[config.mk]
export PLATFORM = sky130hd
export DESIGN_NAME = huffman_decoder_flat
export DESIGN_NICKNAME = d
export VERILOG_FILES = /design/src/rtl/huffman_pkg.sv /design/src/rtl/huffman_decoder_if.sv /design/src/rtl/huffman_match_cam.sv /design/src/rtl/huffman_decoder.sv /design/src/flat_wrapper.sv
export SDC_FILE = /design/constraint.sdc
export NUM_CORES = 1
export LEC_CHECK = 0
export ABC_CLOCK_PERIOD_IN_PS = 5030
export CAP_MARGIN = 20
export CORE_MARGIN = 2
export CORE_UTILIZATION = 43
export DETAILED_ROUTE_END_ITERATION = 7
export GPL_ROUTABILITY_DRIVEN = 0
export PLACE_DENSITY_LB_ADDON = 0.08
export SETUP_SLACK_MARGIN = 0.2
export SYNTH_ARGS = -nofsm -noshare
export SYNTH_HDL_FRONTEND = slang
export SYNTH_SLANG_ARGS = --single-unit
[constraint.sdc]
create_clock -name clock -period 5.03 [get_ports clock]
set_input_delay 0.503 -clock clock [delete_from_list [all_inputs] [get_ports clock]]
set_output_delay 0.503 -clock clock [all_outputs]
set_load 0.02 [all_outputs]
[src/rtl/huffman_pkg.sv]
// Shared constants, state encoding and table-entry type for the Huffman codec.
package huffman_pkg;

    localparam int unsigned SYM_W       = 8;   // symbol width
    localparam int unsigned LEN_W       = 4;   // code-length field width
    localparam int unsigned MAX_LEN     = 8;   // longest legal code, also code field width
    localparam int unsigned DEF_ENTRIES = 32;  // default table capacity

    typedef enum logic [1:0] {
        ST_LOAD = 2'd0,
        ST_RUN  = 2'd1,
        ST_ERR  = 2'd2
    } state_t;

    // One code-table entry, shared with the encoder.
    typedef struct packed {
        logic               valid;
        logic [SYM_W-1:0]   symbol;
        logic [LEN_W-1:0]   length;
        logic [MAX_LEN-1:0] code;
    } entry_t;

    // Mask selecting the low 'len' bits of a MAX_LEN-wide code.
    function automatic logic [MAX_LEN-1:0] len_mask(input logic [LEN_W-1:0] len);
        logic [MAX_LEN-1:0] m;
        for (int i = 0; i < int'(MAX_LEN); i++) begin
            m[i] = (LEN_W'(i) < len);
        end
        return m;
    endfunction

endpackage

[src/rtl/huffman_decoder_if.sv]
// Bit-in / symbol-out stream bundle of the Huffman decoder.
//   bit_in, bit_valid, bit_ready : serial MSB-first code bits (valid/ready)
//   sym_out, sym_valid, sym_ready: decoded symbols (valid/ready)
// slave = decoder side, master = producer/consumer side.
interface huffman_decoder_if;

    logic                          bit_in;
    logic                          bit_valid;
    logic                          bit_ready;
    logic [huffman_pkg::SYM_W-1:0] sym_out;
    logic                          sym_valid;
    logic                          sym_ready;

    modport slave (
        input  bit_in, bit_valid, sym_ready,
        output bit_ready, sym_out, sym_valid
    );

    modport master (
        output bit_in, bit_valid, sym_ready,
        input  bit_ready, sym_out, sym_valid
    );

endinterface

[src/rtl/huffman_match_cam.sv]
// Parallel compare of the candidate code against every table entry with a
// lowest-index-wins priority encoder. Purely combinational.
//   acc_next   : candidate code, right-aligned
//   cnt_next   : number of valid bits in acc_next
//   entries    : table contents
//   hit        : some valid entry matches
//   hit_symbol : symbol of the lowest-index matching entry
module huffman_match_cam
    import huffman_pkg::*;
#(
    parameter int unsigned ENTRIES = DEF_ENTRIES
) (
    input  logic [MAX_LEN-1:0] acc_next,
    input  logic [LEN_W-1:0]   cnt_next,
    input  entry_t             entries [ENTRIES],
    output logic               hit,
    output logic [SYM_W-1:0]   hit_symbol
);

    logic [MAX_LEN-1:0] mask;

    assign mask = len_mask(cnt_next);

    // Scan high to low so the lowest matching index is written last.
    always_comb begin
        hit        = 1'b0;
        hit_symbol = '0;
        for (int i = int'(ENTRIES) - 1; i >= 0; i--) begin
            if (entries[i].valid && (entries[i].length == cnt_next) &&
                (((acc_next ^ entries[i].code) & mask) == '0)) begin
                hit        = 1'b1;
                hit_symbol = entries[i].symbol;
            end
        end
    end

endmodule

[src/rtl/huffman_decoder.sv]
// Huffman decoder: loads a {symbol, length, code} table, then decodes a serial
// MSB-first bitstream into symbols.
// Optional macro HUFFMAN_DEC_ERR_EN: invalid code -> sticky err and ERR state.
// Ports:
//   clock, reset_n            : clock, async active-low reset
//   table_we/symbol/length/code, table_done : table load (LOAD state only)
//   table_full                : table capacity reached
//   stream                    : bit-in / symbol-out handshakes (slave modport)
//   state                     : LOAD=0, RUN=1, ERR=2
//   err                       : sticky invalid-code flag
module huffman_decoder
    import huffman_pkg::*;
#(
    parameter int unsigned ENTRIES = DEF_ENTRIES
) (
    input  logic               clock,
    input  logic               reset_n,
    input  logic               table_we,
    input  logic [SYM_W-1:0]   table_symbol,
    input  logic [LEN_W-1:0]   table_length,
    input  logic [MAX_LEN-1:0] table_code,
    input  logic               table_done,
    output logic               table_full,
    huffman_decoder_if.slave   stream,
    output logic [1:0]         state,
    output logic               err
);

    localparam int unsigned IDX_W = (ENTRIES > 1) ? $clog2(ENTRIES) : 1;

    state_t             state_q, state_d;
    logic [MAX_LEN-2:0] acc_q, acc_d;
    logic [LEN_W-1:0]   cnt_q, cnt_d;
    logic [SYM_W-1:0]   sym_q, sym_d;
    logic               sym_valid_q, sym_valid_d;
    logic               full_q;
    logic [IDX_W-1:0]   wr_ptr_q;
    entry_t             tbl [ENTRIES];

    logic               we_c;
    logic               len_ok_c;
    logic               bit_ready_c;
    logic               bit_take_c;
    logic [MAX_LEN-1:0] acc_next_c;
    logic [LEN_W-1:0]   cnt_next_c;
    logic               hit_c;
    logic [SYM_W-1:0]   hit_sym_c;

`ifdef HUFFMAN_DEC_ERR_EN
    logic               err_q, err_d;
`endif

    assign len_ok_c    = (table_length != '0) && (table_length <= LEN_W'(MAX_LEN));
    assign bit_ready_c = (state_q == ST_RUN) && !(sym_valid_q && !stream.sym_ready);
    assign bit_take_c  = stream.bit_valid && bit_ready_c;
    assign acc_next_c  = {acc_q, stream.bit_in};
    assign cnt_next_c  = cnt_q + LEN_W'(1);

    huffman_match_cam #(
        .ENTRIES    (ENTRIES)
    ) u_cam (
        .acc_next   (acc_next_c),
        .cnt_next   (cnt_next_c),
        .entries    (tbl),
        .hit        (hit_c),
        .hit_symbol (hit_sym_c)
    );

    // Table storage and write pointer; written only while loading.
    always_ff @(posedge clock or negedge reset_n) begin
        if (!reset_n) begin
            for (int i = 0; i < int'(ENTRIES); i++) begin
                tbl[i] <= '0;
            end
            wr_ptr_q <= '0;
            full_q   <= 1'b0;
        end else if (we_c) begin
            tbl[wr_ptr_q] <= '{valid: 1'b1, symbol: table_symbol,
                               length: table_length, code: table_code};
            wr_ptr_q      <= wr_ptr_q + IDX_W'(1);
            if (wr_ptr_q == IDX_W'(ENTRIES - 1)) begin
                full_q <= 1'b1;
            end
        end
    end

    // State, accumulator and output registers.
    always_ff @(posedge clock or negedge reset_n) begin
        if (!reset_n) begin
            state_q     <= ST_LOAD;
            acc_q       <= '0;
            cnt_q       <= '0;
            sym_q       <= '0;
            sym_valid_q <= 1'b0;
`ifdef HUFFMAN_DEC_ERR_EN
            err_q       <= 1'b0;
`endif
        end else begin
            state_q     <= state_d;
            acc_q       <= acc_d;
            cnt_q       <= cnt_d;
            sym_q       <= sym_d;
            sym_valid_q <= sym_valid_d;
`ifdef HUFFMAN_DEC_ERR_EN
            err_q       <= err_d;
`endif
        end
    end

    // Next-state: table load, bit accumulation, match and symbol handshake.
    always_comb begin
        state_d     = state_q;
        acc_d       = acc_q;
        cnt_d       = cnt_q;
        sym_d       = sym_q;
        sym_valid_d = sym_valid_q && !stream.sym_ready;
        we_c        = 1'b0;
`ifdef HUFFMAN_DEC_ERR_EN
        err_d       = err_q;
`endif
        case (state_q)
            ST_LOAD: begin
                we_c = table_we && len_ok_c && !full_q;
                if (table_done) begin
                    state_d = ST_RUN;
                end
            end
            ST_RUN: begin
                if (bit_take_c) begin
                    if (hit_c) begin
                        sym_d       = hit_sym_c;
                        sym_valid_d = 1'b1;
                        acc_d       = '0;
                        cnt_d       = '0;
                    end else if (cnt_next_c == LEN_W'(MAX_LEN)) begin
                        // Longest legal code seen without a match.
                        acc_d = '0;
                        cnt_d = '0;
`ifdef HUFFMAN_DEC_ERR_EN
                        state_d = ST_ERR;
                        err_d   = 1'b1;
`endif
                    end else begin
                        acc_d = acc_next_c[MAX_LEN-2:0];
                        cnt_d = cnt_next_c;
                    end
                end
            end
            default: ;
        endcase
    end

    assign stream.bit_ready = bit_ready_c;
    assign stream.sym_out   = sym_q;
    assign stream.sym_valid = sym_valid_q;
    assign table_full       = full_q;
    assign state            = state_q;
`ifdef HUFFMAN_DEC_ERR_EN
    assign err              = err_q;
`else
    assign err              = 1'b0;
`endif

endmodule

[src/flat_wrapper.sv]
// flat-port wrapper written by rule: the top's interface ports become plain ports
module huffman_decoder_flat import huffman_pkg::*;
#(
    parameter int unsigned ENTRIES = DEF_ENTRIES
)
  (clock, reset_n, table_we, table_symbol, table_length, table_code, table_done, table_full, state, err, stream_bit_in, stream_bit_valid, stream_sym_ready, stream_bit_ready, stream_sym_out, stream_sym_valid);
  huffman_decoder_if stream_i ();
  input  logic clock;
  input  logic reset_n;
  input  logic table_we;
  input  logic [SYM_W-1:0] table_symbol;
  input  logic [LEN_W-1:0] table_length;
  input  logic [MAX_LEN-1:0] table_code;
  input  logic table_done;
  output logic table_full;
  output logic [1:0] state;
  output logic err;
  input wire logic [$bits(stream_i.bit_in)-1:0] stream_bit_in;
  input wire logic [$bits(stream_i.bit_valid)-1:0] stream_bit_valid;
  input wire logic [$bits(stream_i.sym_ready)-1:0] stream_sym_ready;
  output wire logic [$bits(stream_i.bit_ready)-1:0] stream_bit_ready;
  output wire logic [$bits(stream_i.sym_out)-1:0] stream_sym_out;
  output wire logic [$bits(stream_i.sym_valid)-1:0] stream_sym_valid;
  assign stream_i.bit_in = stream_bit_in;
  assign stream_i.bit_valid = stream_bit_valid;
  assign stream_i.sym_ready = stream_sym_ready;
  assign stream_bit_ready = stream_i.bit_ready;
  assign stream_sym_out = stream_i.sym_out;
  assign stream_sym_valid = stream_i.sym_valid;
  huffman_decoder #(.ENTRIES(ENTRIES)) u_core (.clock(clock), .reset_n(reset_n), .table_we(table_we), .table_symbol(table_symbol), .table_length(table_length), .table_code(table_code), .table_done(table_done), .table_full(table_full), .stream(stream_i), .state(state), .err(err));
endmodule
# --- Yosys cells after proc, flatten, opt, wreduce, memory -nomap -nowiden ---
# Cells that the tools add are included.
totals:
  ff_bits: 699
  in_bits: 27
  out_inout_bits: 14
  wordCells: 434
op_classes:
  addsub: 2
  magnitude_cmp: 11
  eq_ne: 34
  n_mux: 75
  bitwise: 65
  n_reduce_logical: 112
op_table:
  columns: ["op", "n"]
  rows:
  - ["$bwmux W672", 1]
  - ["$and A8 B8 Y8", 32]
  - ["$logic_not A8 Y1", 32]
  - ["$mux W8", 32]
  - ["$xor A8 B8 Y8", 32]
  - ["$eq A4 B4 Y1", 32]
  - ["$demux W21 S5", 1]
  - ["$logic_and A1 B1 Y1", 71]
  - ["$mux W1", 36]
  - ["$mux W21", 1]
  - ["$lt A3 B4 Y1 const A", 4]
  - ["$mux W7", 2]
  - ["$lt A1 B4 Y1 const A", 2]
  - ["$lt A2 B4 Y1 const A", 2]
  - ["$mux W4", 2]
  - ["$ge A6 B6 Y1 const B", 1]
  - ["$lt A6 B1 Y1 const B", 1]
  - ["$not A5 Y6", 1]
  - ["$reduce_and A2 Y1", 3]
  - ["$add A5 B1 Y5 const B", 1]
  - ["$eq A5 B5 Y1 const B", 1]
  - ["$add A4 B1 Y4 const B", 1]
  - ["$eq A4 B4 Y1 const B", 1]
  - ["$le A4 B4 Y1 const B", 1]
  - ["other kinds (4)", 6]

# --- Logic depth before layout (Yosys ltp) ---
# Gate-level depths: netlist of run 1.
depth:
  ltp_word: 40
  ltp_mapped: 21
  depth_no_buf: 13

# --- Modules after synthesis ---
# From an unflattened synthesis of run 1, not the netlist that was laid out.
hier_totals:
  cells_unflattened: 3080
  hier_area_um2: 36442.5
by_module_without_submodules:
  columns: ["mod", "instances", "cells_each", "area_per_inst_um2", "seq_area_each_um2"]
  rows:
  - ["huffman_decoder", 1, 1919, 28099.4, 17491.8]
  - ["huffman_match_cam", 1, 1161, 8343.0, 0.0]

# --- Worst setup path before layout of run 1 ---
# OpenSTA, ideal clock, no wires.
synth_timing:
  kind: "register to register"
  from: "reg u_core.cnt_q[0]"
  to: "reg u_core.sym_q[7], in the netlist u_core.stream.sym_out[7]"
  setup_time_ns: 0.118
  arrival_time_ns: 4.100
  required_ns: 4.912
  path_slack_ns: 0.812
  path_stages_with_launch: 19
  path_buffers: 6
  period_less_slack_ns: 4.218
  path_cell_list: "dfrtp_1 buf_6 buf_6 buf_4 inv_1 ha_1 buf_4 and3_1 a31o_2 buf_4 o22ai_4 o32ai_4 or2_1 or4_4 nor3_2 or2_1 buf_6 mux2_1 a21o_1"
synth_via:
  elab_chain_len: 38
  elab_cells_between_ends: 234
  cone_classes: "1 x add/sub; 8 x order compare; 32 x eq/ne; 64 x mux; 32 x bitwise; 97 x reduce/logical"
synth_rtl:
  columns: ["element", "line", "rtl"]
  rows:
  - ["start: declaration", "huffman_decoder.sv:33", "logic [LEN_W-1:0] cnt_q, cnt_d;"]
  - ["start signal: assignment", "huffman_decoder.sv:101", "cnt_q <= cnt_d;"]
  - ["$add A4 B1 Y4 (*)", "huffman_decoder.sv:57", "assign cnt_next_c = cnt_q + LEN_W'(1);"]
  - ["$lt A1 B4 Y1 (tied with other cells)", "huffman_pkg.sv:27", "m[i] = (LEN_W'(i) < len);"]
  - ["$and A8 B8 Y8", "huffman_match_cam.sv:30", "(((acc_next ^ entries[i].code) & mask) == '0)) begin"]
  - ["$logic_not A8 Y1", "huffman_match_cam.sv:30", null]
  - ["$logic_and A1 B1 Y1", "huffman_match_cam.sv:29", "if (entries[i].valid && (entries[i].length == cnt_next) &&"]
  - ["$mux W1 (32 in a row)", "huffman_match_cam.sv:29", null]
  - ["$reduce_and A3 Y1 (no line)", null, null]
  - ["end signal: assignment", "huffman_decoder.sv:102", "sym_q <= sym_d;"]
  - ["end: declaration", "huffman_decoder.sv:34", "logic [SYM_W-1:0] sym_q, sym_d;"]
# Mark *: on every way between the ends. The rest lies on a longest branch, timed or not.
# A chain may end at the register's enable or synchronous reset.

# --- Worst setup path in the final report of run 1 ---
layout_timing:
  from: "reg u_core.cnt_q[1]"
  to: "reg u_core.sym_q[1], in the netlist u_core.stream.sym_out[1]"
# Same word-level chain as after synthesis.

==> flow_summary.yaml, run 1 <==
timing:
  rsz0062_at_grt: "false"
  slew_headroom_pct: 35.0
  slew_violations: 0
  whs_ns: 0.438
  setup_viol: 0
  setup_tns_ns: 0
  worstMarginPinSlew_ns: 0.975
  fin_ws_ns: 0.506
  hold_viol_final: 0
  fmax_mhz: 221
  skew_ns: 0.0238
  fin_crit_sh_pct: 89.9
  fin_crit_ns: 4.52
clock_network:
  cts-root-buf: "clkbuf_16"
  cts_max_path_buffers: 3
  clk_latency_ns: 0.64
  path_clk_slew_ns: 0.06
  cts_tree: "yes"
  clkSinkCount: 699
  htree_levels: 3
  numCtsBuffers: 82
placement:
  numPortBuffers: 38
  dp_cells: 4007
  dpl_cell_area_um2: 37300
  dp_hpwl_um: 72400
  detailedPlace.worstSlack_ns: 0.348
worst_setup_path:
  max_stage_delay_ns: 0.64
  crit_fanout: 17
  worst_ep_required_time_ns: 5.57
  slowest_stage: "o21ai_0"
  crit_arrival_ns: 5.07
  crit_type: "register to register"
  crit_chain: "ha_1 -> buf_4 -> and2_1 -> nand3_2 -> buf_12 -> buf_12 -> a211oi_2 -> o221ai_1 -> nor3b_4 -> buf_4 -> nand2_1 -> o31ai_1 -> o211ai_1 -> o21ai_0 -> a21oi_1 -> o31ai_1"
  worst_setup_path_end_kind: "register"
  startpoint_type: "register"
die:
  start_util_pct: 43.2
  die_w_um: 291
  ios: 41
  die-area_um2: 84600
  core-area_um2: 81800
  die_h_um: 291
  placementRows: 105
pwr:
  peakVddDrop_v: 0.000279
  leakage_nw: 18.9
  power_mw: 17.3
  cellPowerDensity_nw_per_um2: 431
route:
  dr_total_vias: 24115
  totalWireLength_um: 109000
  drtIter0Drc: 1706
  first_pass_iters: 5
  drtAntennaViolNets: 0
  drc: 0
  wl_per_cell_um: 26.2
  viasPerCell: 5.80
yosys:
  syn_inst: 2993
  ys_top_cells_by_count: "dfrtp_1, mux2_2, xnor2_1, nand2_1, xor2_1"
  yosys_register_bits: 699
  synth.cell_area_um2: 35400
  synthMostInstantiatedCell: "dfrtp_1"
  ys.flop_type: "dfrtp_1"
  yosys_warnings: 0
  syn_area_per_cell_um2: 11.8
  yosys.cell_types.count: 102
  synth_top_cell_area_share_pct: 49.4
  seq_area_frac_synth_pct: 49.4
  synth-edff-count: 0
  yosys-top-cells-area: "dfrtp_1, mux2_2, xnor2_1"
  yosysTopAreaCell: "dfrtp_1"
  async_flop_share_pct: 100
global_route:
  first_global_vias: 24801
  grt_pass1_wl_um: 164000
  grt_max_degree: 136
  grt_usage_pct: 25.7
  antenna_found_initial: 0
  grt_remaining_overflow: 0
run_status:
  status: "completed"
hold_path:
  hp-class: "input port to register"
final_layout:
  fin_nets: 3058
  fin_area_um2: 40100
  area_delta_synth_final_pct: 13.4
  drive_gt1_share_pct: 33.5
  fin_cells: 4157
  diodes: 0
  fill_cells: 7288
  fin_util_pct: 49.0
run:
  drv_cap: 0
[power by group]
part / switching (mW) / internal [mW]
logic: 3.28 / 1.85
registers: 0.281 / 5.71
clock network: 2.45 / 3.73
[cell families after synthesis]
family | Yosys count | share of synthesized area [%]
and+or+nand+nor | 531 | 8.13
AOI/OAI and AO/OA | 483 | 9.52
xor gates and xnor gates | 352 | 8.78
muxes | 628 | 19.9
DFF | 699 | 49.4
other | 1 | 0.0106
adders and majority gates | 7 | 0.247
buffers and inverters | 292 | 3.99
[placed cells by master (no fill, tap or decap), types with 11 or more instances in the layout]
master           instances
nor4_1                  12
or3_1                   13
o211ai_1                28
buf_4                  136
and3_1                  11
xor2_1                 131
nor2_1                  66
clkdlybuf4s50_1         28
clkinv_2                15
xnor2_1                219
a21oi_1                 78
nand2b_1                12
nor2b_1                 11
a21o_1                  16
o21ai_0                 81
dfrtp_1                691
o2111ai_1               18
o22ai_1                 51
a211oi_1                34
nor2_2                  33
nand2_1                158
inv_1                   48
nor3_1                  20
nand3_1                 62
o221ai_1                23
nor3b_1                 13
a31oi_1                 32
nand3b_1                11
clkbuf_8                17
clkbuf_16               84
mux2i_1                 21
or2_2                   40
clkbuf_1                16
o31ai_1                 17
buf_12                  12
mux2_2                 605
[area by class of cell]
cell class                 count  area, um2  share of cell area, %
tap                         1070       1340                   3.34
multi-input combinational   2003      16700                   41.5
timing repair buffer         190       1660                   4.13
clock buffer                 117       2400                   5.97
sequential                   699      17500                   43.6
clock inverter                30        398                  0.992
inverter                      48        180                  0.449
[what timing repair did]
action,in CTS,in global routing
hold endpoints to repair,81,0
buffers inserted,0,2
gates resized for setup,0,3
endpoints found under the setup margin,0,3
hold buffers,1,0
[registers in the layout (all words and copies together), names as in the netlist]
| name | count |
|---|---|
| u_core.tbl | 672 |
| u_core.stream.sym_out | 8 |
| u_core.acc_q | 7 |
| u_core.wr_ptr_q | 5 |
| u_core.cnt_q | 4 |
| u_core.state | 1 |
| u_core.stream.sym_valid | 1 |
| u_core.table_full | 1 |
[per-layer routing]
metal	vias to the layer above	GRT usage (%)	share of wire (%)
met5	-	0	0
met4	0	8.20	3.2
met3	192	2.89	3.9
met2	602	42.1	48
met1	12591	35.9	45
li1	10730	-	-
[worst paths after layout]
kind / startpoint / to / slack, ns / cells after the start
min in group asynchronous: reset_n / u_core.tbl[583] / 0.50 / 2
max: u_core.cnt_q[1] / u_core.stream.sym_out[1] / 0.51 / 16
max in group asynchronous: reset_n / u_core.tbl[263] / 3.23 / 3
min: table_done / u_core.state[0] / 0.44 / 2
max reg2reg: u_core.cnt_q[1] / u_core.stream.sym_out[1] / 0.51 / 16
min reg2reg: u_core.tbl[230] / u_core.tbl[230] / 0.46 / 1
[critical path: cells and delay by family (launching register included)]
family	cells	cell delay, ns
flops	1	0.50
compound gates	7	1.73
fa+ha+maj	1	0.22
simple gates	4	0.98
buf+inv	4	0.97
No activity file was read; power rests on OpenSTA's default activity.
==> run 2, diff against run 1 <==
Settings changed: SLEW_MARGIN set to 20.
==> flow_summary.yaml, run 2 (synthesis results as in run 1) <==
clock_network:
  cts_tree: "yes"
  numCtsBuffers: 82
  path_clk_slew_ns: 0.06
  clk_latency_ns: 0.63
  htree_levels: 3
  cts_max_path_buffers: 3
  clkSinkCount: 699
  cts-root-buf: "clkbuf_16"
final_layout:
  regMostFlops: "u_core.tbl"
  fin_cells: 4150
  fin_nets: 3056
  area_delta_synth_final_pct: 13.0
  final_common_cell: "dfrtp_1"
  largest_reg_flops: 672
  drive_gt1_share_pct: 33.5
  final_cell_mix: "dfrtp_1, mux2_2, xnor2_1, nand2_1, buf_4"
  multiInputGateArea_um2: 16700
  area.sequential_um2: 17500
  fill_cells: 7289
  diodes: 0
worst_setup_path:
  worst_setup_path_end_kind: "register"
  startpoint_type: "register"
  crit_fanout: 17
  crit_arrival_ns: 5.11
  worst_ep_required_time_ns: 5.56
  crit_type: "register to register"
route:
  drtAntennaViolNets: 0
  dr_total_vias: 24085
  wl_per_cell_um: 26.2
  viasPerCell: 5.80
  drtIter0Drc: 1652
  totalWireLength_um: 109000
  first_pass_iters: 5
  drc: 0
timing:
  skew_ns: 0.0314
  fin_ws_ns: 0.446
  rsz0062_at_grt: "true"
  setup_viol: 0
  setup_tns_ns: 0
  fin_crit_ns: 4.58
  slew_headroom_pct: 33.4
  fmax_mhz: 218
  fin_crit_sh_pct: 91.1
  slew_violations: 0
  worstMarginPinSlew_ns: 0.995
  hold_viol_final: 0
run:
  drv_cap: 0
placement:
  dp_hpwl_um: 72400
  detailedPlace.worstSlack_ns: 0.406
  dp_cells: 4004
  numPortBuffers: 38
pwr:
  clkPwrFrac_pct: 34.9
  switchingPower_mw: 5.93
  cellPowerDensity_nw_per_um2: 427
  leakage_nw: 18.8
  peakVddDrop_v: 0.000284
  p_int_mw: 11.1
  power_frac_seq_pct: 35.1
  p_comb_share_pct: 30.0
  switching_share_pct: 34.8
global_route:
  grt_remaining_overflow: 0
  antenna_found_initial: 0
  grt_max_degree: 136
  first_global_vias: 24874
  grt_usage_pct: 25.7
  grt_pass1_wl_um: 164000
die:
  core-area_um2: 81800
  start_util_pct: 43.2
  placementRows: 105
  die_h_um: 291
  die_w_um: 291
  ios: 41
  die-area_um2: 84600
run_status:
  status: "completed"
hold_path:
  hp-class: "input port to register"
run 2: changes by cell type in the layout (fill, tap and decap cells not counted), moves of 2 or more:
| cell | delta |
|---|---|
| nor2_4 | +3 |
| bufinv_16 | -5 |
| clkinv_8 | -2 |
| clkbuf_8 | +9 |
| nor2_2 | -3 |
| clkbuf_1 | -4 |
| buf_8 | -3 |
run 2: cell type report:
type | instances | area share (%)
inverter | 48 | 0.450
tap | 1070 | 3.35
sequential | 699 | 43.8
clock buffer | 122 | 6.26
clock inverter | 20 | 0.482
timing repair buffer | 188 | 4.05
multi-input combinational | 2003 | 41.7
run 2: metal layers:
metal,vias up,wire length [um],GRT usage [%]
met5,-,0,0
met4,0,3680,8.02
met3,180,4630,3.15
met2,603,51400,42.2
met1,12623,49000,35.6
li1,10679,-,-
run 2: repair_timing:
item,4_1_cts,5_1_grt
gates resized for setup,0,1
buffers inserted,0,3
endpoints found under the setup margin,0,3
hold buffers,1,0
endpoints found under the hold margin,81,0
run 2: path summary, 6_finish.rpt:
path / start / depth (start not counted) / endpoint / slack [ns]
worst min-delay path: table_done / 2 / u_core.state[0] / 0.46
worst max register to register: u_core.cnt_q[1] / 16 / u_core.stream.sym_out[1] / 0.45
min in group asynchronous: reset_n / 2 / u_core.tbl[646] / 0.52
worst min register to register: u_core.tbl[230] / 1 / u_core.tbl[230] / 0.46
max in group asynchronous: reset_n / 3 / u_core.tbl[166] / 3.25
worst max-delay path: u_core.cnt_q[1] / 16 / u_core.stream.sym_out[1] / 0.45
run 2: worst max-delay path: stages, from the launching register on:
cell,delay [ns]
dfrtp_1,0.51
ha_1,0.22
buf_4,0.27
and2_1,0.24
nand3_2,0.22
buf_12,0.25
buf_12,0.16
a211oi_2,0.23
o221ai_1,0.18
nor3b_2,0.54
buf_4,0.32
nand2_1,0.08
o31ai_1,0.07
o211ai_1,0.12
o21ai_0,0.64
a21oi_1,0.15
o31ai_1,0.25
run 2: stage by stage:
stage	util [%]	area (um2)	hold slack (ns)	power [mW]
after detailed placement	45.5	37300	0.454	11.2
after global routing	48.9	40000	0.445	17.8
after floorplan	-	35400	0.207	9.32
after global placement	45.5	37200	0.451	11.1
after CTS	48.8	40000	0.428	17.2
final	48.9	40000	0.458	17.1
run 2: power groups by stage:
stage / Combinational (mW) / Sequential [mW] / Clock, mW
3_3_place_gp: 5.06 / 6.08 / 0
5_1_grt: 5.44 / 5.99 / 6.35
2_1_floorplan: 3.46 / 5.86 / 0
6_report: 5.12 / 5.98 / 5.96
4_1_cts: 5.09 / 5.98 / 6.11
3_5_place_dp: 5.07 / 6.08 / 0
